**src/rtl/partial_fm_reader_if.sv**
```systemverilog
// Output stream bundle of the partial feature-map reader.
// The reader drives the element, its index and last flag; the consumer drives ready.
interface partial_fm_reader_if;
  logic        out_valid;
  logic        out_ready;
  logic [15:0] out_data;
  logic [7:0]  out_index;
  logic        out_last;

  modport master (
    output out_valid,
    output out_data,
    output out_index,
    output out_last,
    input  out_ready
  );

  modport slave (
    input  out_valid,
    input  out_data,
    input  out_index,
    input  out_last,
    output out_ready
  );
endinterface

```
**src/rtl/partial_fm_reader.sv**
```systemverilog
// Consumer end of the partial feature-map interface. On a rising edge of the
// producer's resting level the three partial maps, bias and ReLU enable are
// snapshotted; the channel-combined elements (IK1+IK2+IK3+bias, optional
// ReLU, Q1.15 saturation) are then streamed one per cycle over valid/ready.
module partial_fm_reader #(
  parameter  int op_size       = 4,
  localparam int total_outputs = op_size * op_size
) (
  input  logic                         clk,
  input  logic                         rst,
  input  logic                         resting,
  input  logic [16*total_outputs-1:0]  IK1,
  input  logic [16*total_outputs-1:0]  IK2,
  input  logic [16*total_outputs-1:0]  IK3,
  input  logic [15:0]                  bias,
  input  logic                         relu_en,
  partial_fm_reader_if.master          out,
  output logic                         busy,
  output logic                         done,
  output logic                         sat_flag
);

  localparam int IDX_W = $clog2(total_outputs + 1);
  localparam int SEL_W = $clog2(16 * total_outputs);
  localparam logic [IDX_W-1:0] N_IDX    = IDX_W'(total_outputs);
  localparam logic [IDX_W-1:0] LAST_IDX = IDX_W'(total_outputs - 1);

  localparam logic [1:0] ST_IDLE   = 2'd0;
  localparam logic [1:0] ST_STREAM = 2'd1;
  localparam logic [1:0] ST_DONE   = 2'd2;

  // Sum of four sign-extended Q1.15 operands (18 bits cannot overflow),
  // optional ReLU, then clamp. Bit 16 reports that clamping changed the value.
  function automatic logic [16:0] combine(input logic [15:0] a, input logic [15:0] b,
                                          input logic [15:0] c, input logic [15:0] bs,
                                          input logic relu);
    logic signed [17:0] sum;
    logic signed [17:0] r;
    logic [15:0]        res;
    logic               sat;
    sum = $signed({{2{a[15]}}, a}) + $signed({{2{b[15]}}, b})
        + $signed({{2{c[15]}}, c}) + $signed({{2{bs[15]}}, bs});
    if (relu && sum[17]) begin
      r = 18'sd0;
    end else begin
      r = sum;
    end
    if (r > 18'sd32767) begin
      res = 16'h7FFF;
      sat = 1'b1;
    end else if (r < -18'sd32768) begin
      res = 16'h8000;
      sat = 1'b1;
    end else begin
      res = r[15:0];
      sat = 1'b0;
    end
    return {sat, res};
  endfunction

  logic [1:0]               state_q, state_d;
  logic                     resting_q;
  logic [IDX_W-1:0]         rd_idx_q, rd_idx_d;
  logic                     out_valid_q, out_valid_d;
  logic [15:0]              out_data_q, out_data_d;
  logic [7:0]               out_index_q, out_index_d;
  logic                     out_last_q, out_last_d;
  logic                     busy_q, busy_d;
  logic                     done_q, done_d;
  logic                     sat_q, sat_d;
  logic [16*total_outputs-1:0] ik1_q, ik2_q, ik3_q;
  logic [15:0]              bias_q;
  logic                     relu_q;

  logic                     snap_s;
  logic                     load_s;
  logic                     accept_s;
  logic [SEL_W-1:0]         sel_s;
  logic [16:0]              elem_s;

  assign snap_s   = (state_q == ST_IDLE) & resting & ~resting_q;
  assign load_s   = (state_q == ST_STREAM) & (~out_valid_q | out.out_ready) & (rd_idx_q < N_IDX);
  assign accept_s = out_valid_q & out.out_ready;
  assign sel_s    = SEL_W'({rd_idx_q, 4'b0000});
  assign elem_s   = combine(ik1_q[sel_s +: 16], ik2_q[sel_s +: 16], ik3_q[sel_s +: 16],
                            bias_q, relu_q);

  // Next-state logic for the IDLE/STREAM/DONE sequencer and the output register.
  always_comb begin
    state_d     = state_q;
    rd_idx_d    = rd_idx_q;
    out_valid_d = out_valid_q;
    out_data_d  = out_data_q;
    out_index_d = out_index_q;
    out_last_d  = out_last_q;
    sat_d       = sat_q;
    case (state_q)
      ST_IDLE: begin
        if (snap_s) begin
          sat_d    = 1'b0;
          rd_idx_d = '0;
          state_d  = ST_STREAM;
        end else begin
          state_d  = ST_IDLE;
        end
      end
      ST_STREAM: begin
        if (load_s) begin
          out_valid_d = 1'b1;
          out_data_d  = elem_s[15:0];
          out_index_d = 8'(rd_idx_q);
          out_last_d  = (rd_idx_q == LAST_IDX);
          sat_d       = sat_q | elem_s[16];
          rd_idx_d    = rd_idx_q + IDX_W'(1);
        end else if (accept_s) begin
          out_valid_d = 1'b0;
          if (out_last_q) begin
            state_d = ST_DONE;
          end else begin
            state_d = ST_STREAM;
          end
        end else begin
          state_d = ST_STREAM;
        end
      end
      ST_DONE: begin
        if (!resting) begin
          state_d = ST_IDLE;
        end else begin
          state_d = ST_DONE;
        end
      end
      default: begin
        state_d = ST_IDLE;
      end
    endcase
    busy_d = (state_d == ST_STREAM);
    done_d = (state_d == ST_DONE);
  end

  // Control and output registers; cleared asynchronously by the active-low reset.
  always_ff @(posedge clk or negedge rst) begin
    if (!rst) begin
      state_q     <= ST_IDLE;
      resting_q   <= 1'b0;
      rd_idx_q    <= '0;
      out_valid_q <= 1'b0;
      out_data_q  <= 16'h0000;
      out_index_q <= 8'h00;
      out_last_q  <= 1'b0;
      busy_q      <= 1'b0;
      done_q      <= 1'b0;
      sat_q       <= 1'b0;
    end else begin
      state_q     <= state_d;
      resting_q   <= resting;
      rd_idx_q    <= rd_idx_d;
      out_valid_q <= out_valid_d;
      out_data_q  <= out_data_d;
      out_index_q <= out_index_d;
      out_last_q  <= out_last_d;
      busy_q      <= busy_d;
      done_q      <= done_d;
      sat_q       <= sat_d;
    end
  end

  // Snapshot buffers: loaded only on a snapshot edge, so the producer may change freely afterwards.
  always_ff @(posedge clk) begin
    if (snap_s) begin
      ik1_q  <= IK1;
      ik2_q  <= IK2;
      ik3_q  <= IK3;
      bias_q <= bias;
      relu_q <= relu_en;
    end else begin
      ik1_q  <= ik1_q;
      ik2_q  <= ik2_q;
      ik3_q  <= ik3_q;
      bias_q <= bias_q;
      relu_q <= relu_q;
    end
  end

  assign out.out_valid = out_valid_q;
  assign out.out_data  = out_data_q;
  assign out.out_index = out_index_q;
  assign out.out_last  = out_last_q;
  assign busy          = busy_q;
  assign done          = done_q;
  assign sat_flag      = sat_q;

endmodule
```
**src/flat_wrapper.sv**
```systemverilog
// flat-port wrapper written by rule: the top's interface ports become plain ports
module partial_fm_reader_flat 
#(
  parameter  int op_size       = 4,
  localparam int total_outputs = op_size * op_size
)
  (clk, rst, resting, IK1, IK2, IK3, bias, relu_en, busy, done, sat_flag, out_out_valid, out_out_data, out_out_index, out_out_last, out_out_ready);
  partial_fm_reader_if out_i ();
  input  logic clk;
  input  logic rst;
  input  logic resting;
  input  logic [16*total_outputs-1:0] IK1;
  input  logic [16*total_outputs-1:0] IK2;
  input  logic [16*total_outputs-1:0] IK3;
  input  logic [15:0] bias;
  input  logic relu_en;
  output logic busy;
  output logic done;
  output logic sat_flag;
  output wire logic [$bits(out_i.out_valid)-1:0] out_out_valid;
  output wire logic [$bits(out_i.out_data)-1:0] out_out_data;
  output wire logic [$bits(out_i.out_index)-1:0] out_out_index;
  output wire logic [$bits(out_i.out_last)-1:0] out_out_last;
  input wire logic [$bits(out_i.out_ready)-1:0] out_out_ready;
  assign out_out_valid = out_i.out_valid;
  assign out_out_data = out_i.out_data;
  assign out_out_index = out_i.out_index;
  assign out_out_last = out_i.out_last;
  assign out_i.out_ready = out_out_ready;
  partial_fm_reader #(.op_size(op_size)) u_core (.clk(clk), .rst(rst), .resting(resting), .IK1(IK1), .IK2(IK2), .IK3(IK3), .bias(bias), .relu_en(relu_en), .out(out_i), .busy(busy), .done(done), .sat_flag(sat_flag));
endmodule
```
**config.mk**
```make
export PLATFORM = sky130hd
export DESIGN_NAME = partial_fm_reader_flat
export DESIGN_NICKNAME = d
export VERILOG_FILES = /design/src/rtl/partial_fm_reader_if.sv /design/src/rtl/partial_fm_reader.sv /design/src/flat_wrapper.sv
export SDC_FILE = /design/constraint.sdc
export NUM_CORES = 1
export LEC_CHECK = 0
export CAP_MARGIN = 20
export CORE_AREA = 2 2 320 322
export DETAILED_ROUTE_END_ITERATION = 16
export DIE_AREA = 0 0 322 324
export PLACE_DENSITY = 0.57
export SYNTH_ARGS = -nofsm -noshare
export SYNTH_HDL_FRONTEND = slang
export SYNTH_SLANG_ARGS = --single-unit
```
**constraint.sdc**
```tcl
create_clock -name clk -period 22.2 [get_ports clk]
set_input_delay 6.66 -clock clk [delete_from_list [all_inputs] [get_ports clk]]
set_output_delay 6.66 -clock clk [all_outputs]
set_load 0.05 [all_outputs]
```
==> impl_metrics.yaml <==
logic_synthesis:
  ys.flop_type: "edfxtp_1"
  synth_cells: 1440
  synth_top_area_share: 0.726
  synth_area_leader_cell: "edfxtp_1"
  yosysUniqueCellTypes: 59
  synth.ff_latch_count: 819
  yosys-top-cells-area: "edfxtp_1 73%, mux4_2 17%, dfrtp_1 2.6%"
  synth.yosys.seq_area_share: 0.752
  syn_avg_cell_area_um2: 22.6
  async_flop_share: 0.0415
  synth_edf_count: 785
  synth_area_um2: 32500
  yosys_warnings: 0
layout:
  nets: 3143
  drive_above_1_share: 0.179
  stdcell_area_um2: 45200
  fillers: 8687
  syn2layout_area_growth_pct: 39.0
  fin_util: 0.447
clock_tree:
  clkTransAtPathRegs_ns: 0.06
  cts_resized: 0
  cts_sinks: 819
  cts_tree: "yes"
  clkLatencyLatePin_ns: 0.68
  ctsHoldBuffers: 0
  cts_buffer_depth: 3
  numCtsBuffers: 92
  htreeDepth: 3
  post_cts_buffers: 0
  cts_root_buf: "clkbuf_16"
detailed_routing:
  wl_um: 92100
  via_per_inst: 4.66
  drt_pass1_iterations: 5
  drt_iter0_drc: 976
  antenna_left: 0
  vias: 17300
  drt-wirelength-per-cell_um: 24.8
  drc_errors: 0
timing:
  rsz0062_at_grt: "no"
  fin_crit_sh: 0.510
  slew_violations: 0
  max-slew-margin-rel: 0.270
  worst_pin_slew_ns: 1.09
  period_minus_slack_ns: 11.33
  fin_setup_tns_ns: 0
  hold_viol: 0
  fin_worst_skew_ns: 0.0182
  fmax_ghz: 0.0883
  final-setup-viol-count: 0
worst_setup_path:
  r2r_slack_ns: 14.74
  arrival_ns: 11.61
  reg2reg_from: "u_core.rd_idx_q[1]$_DFFE_PN0P_"
  cp-start-kind: "input pin"
  end_kind: "flip-flop"
  worstSetupPathType: "input pin to flip-flop"
  cp_data_required_time_ns: 22.48
  crit_fanout: 79
  r2r_cells: 17
  r2r-end: "u_core.out.out_data[14]$_DFFE_PN0P_"
floorplanning:
  dieArea_um2: 104000
  ios: 818
  dieHeight_um: 324
  die_x_um: 322
  rows: 117
  coreArea_um2: 101000
  initial_core_util: 0.322
pwr:
  p_leak_nw: 15.0
  ir_drop_v: 0.0000550
  power.density_nw_per_um2: 73.2
  power_mw: 3.31
global_routing:
  grt_usage: 0.172
  grt_max_degree: 193
  first_global_vias: 19100
  grt_pass1_wl_um: 128000
  global_route.overflow_total: 0
  antenna_found_initial: 51
worst_hold_path:
  whs_path_depth: 1
  hp-class: "flip-flop to flip-flop"
  min_to: "u_core.out.out_index[0]$_DFFE_PN0P_"
  min_from: "u_core.out.out_index[0]$_DFFE_PN0P_"
place:
  portBuffers: 814
  hpwl_um: 68300
  gp_congestion: 0.837
  dpl_cell_area_um2: 42200
flow_run:
  drv_cap: 0
status:
  status: "complete, no violations"
[state kept, by name, indices dropped and copies added, names as in the netlist, 2 cells and up]
signal,cells
u_core.bias_q,16
u_core.out.out_index,5
u_core.state_q,2
u_core.ik3_q,256
u_core.ik2_q,256
u_core.rd_idx_q,5
u_core.out.out_data,16
u_core.ik1_q,256
[synth_stat cells, types with 3 or more instances]
| library cell | n |
|---|---|
| buf_4 | 4 |
| buf_1 | 14 |
| nand2_1 | 24 |
| buf_2 | 10 |
| xor2_1 | 5 |
| o21ai_0 | 10 |
| nor2_1 | 27 |
| dfrtp_1 | 34 |
| ha_1 | 19 |
| xnor2_1 | 6 |
| edfxtp_1 | 785 |
| clkbuf_1 | 35 |
| a211oi_1 | 3 |
| a21oi_1 | 12 |
| fa_1 | 33 |
| inv_1 | 98 |
| a21oi_2 | 9 |
| mux2_2 | 6 |
| a211o_1 | 3 |
| a21o_1 | 4 |
| nand3_1 | 4 |
| mux4_2 | 240 |
| nand2b_1 | 7 |
[logic make-up (layout without fill, tap and decap cells)]
logic type | count (synthesis) | in the layout | synth area share
DFF | 819 | 819 | 0.752
AOI/OAI and AO/OA | 62 | 62 | 0.0149
buffers and inverters | 164 | 1095 | 0.0204
adders and majority gates | 52 | 52 | 0.0276
muxes | 248 | 248 | 0.169
xor gates and xnor gates | 12 | 12 | 0.00381
other | 1 | 34 | 0.000115
and+or+nand+nor | 82 | 82 | 0.0123
[worst max-delay path by stage]
| stage | from | endpoint | depth (start not counted) | slack (ns) |
|---|---|---|---|---|
| after floorplan | resting | u_core.bias_q[0]$_DFFE_PP_ | 2 | 3.07 |
| after CTS | resting | u_core.ik1_q[190]$_DFFE_PP_ | 7 | 10.87 |
| after detailed placement | resting | u_core.ik3_q[222]$_DFFE_PP_ | 7 | 10.12 |
| final | resting | u_core.ik3_q[192]$_DFFE_PP_ | 7 | 10.87 |
| after global placement | resting | u_core.ik3_q[206]$_DFFE_PP_ | 7 | 10.37 |
| after global routing | resting | u_core.ik1_q[190]$_DFFE_PP_ | 7 | 10.52 |
[cells in the final DEF (no fill, tap or decap), types with 3 or more instances in the layout]
cell / count
clkdlybuf4s50_1: 813
edfxtp_1: 785
mux4_2: 240
inv_1: 97
clkbuf_16: 92
fa_1: 33
diode_2: 31
dfrtp_1: 30
nor2_1: 27
clkbuf_1: 25
nand2_1: 24
ha_1: 19
clkinv_2: 14
buf_4: 14
a21oi_1: 12
clkinv_1: 11
o21ai_0: 10
a21oi_2: 9
nand2b_1: 7
xnor2_1: 6
mux2_2: 6
inv_6: 6
bufinv_16: 6
xor2_1: 5
clkinvlp_4: 4
a21o_1: 4
nand3_1: 4
dfrtp_4: 4
a211o_1: 3
conb_1: 3
inv_16: 3
buf_12: 3
[through the flow]
step	instances	setup WS [ns]	hold WS (ns)
6_report	3713	10.87	0.504
5_1_grt	3711	10.52	0.533
4_1_cts	3681	10.87	0.513
3_5_place_dp	3516	10.12	0.500
3_3_place_gp	3516	10.37	0.475
2_1_floorplan	1442	3.07	0.463
[where the power goes]
part           total [mW]  internal (mW)  switching, mW
clock                1.47          0.845          0.622
sequential           1.69           1.69      0.0000689
combinational       0.147          0.120         0.0270
[layer usage]
layer | part of all wire | GRT usage | vias to the layer above
met4 | 0.029 | 0.0696 | 36
li1 | - | - | 7675
met2 | 0.53 | 0.300 | 609
met1 | 0.37 | 0.195 | 8808
met5 | 0.0027 | 0 | -
met3 | 0.073 | 0.0569 | 173
[critical path, cell delays in order]
cell	delay, ns
clkdlybuf4s50_1	0.49
or4b_2	0.69
clkinvlp_4	0.57
buf_4	0.52
buf_4	0.74
buf_4	0.88
buf_4	0.88
[final cells by class]
type | count | area, um2 | area share
Sequential cell | 819 | 24400 | 0.541
Timing Repair Buffer | 832 | 8340 | 0.185
Multi-Input combinational cell | 459 | 7420 | 0.164
Clock buffer | 119 | 2420 | 0.0537
Tap cell | 1309 | 1640 | 0.0363
Clock inverter | 46 | 460 | 0.0102
Inverter | 98 | 372 | 0.00823
Antenna cell | 31 | 77.6 | 0.00172
Note: power is estimated with default switching activity, not from simulation.
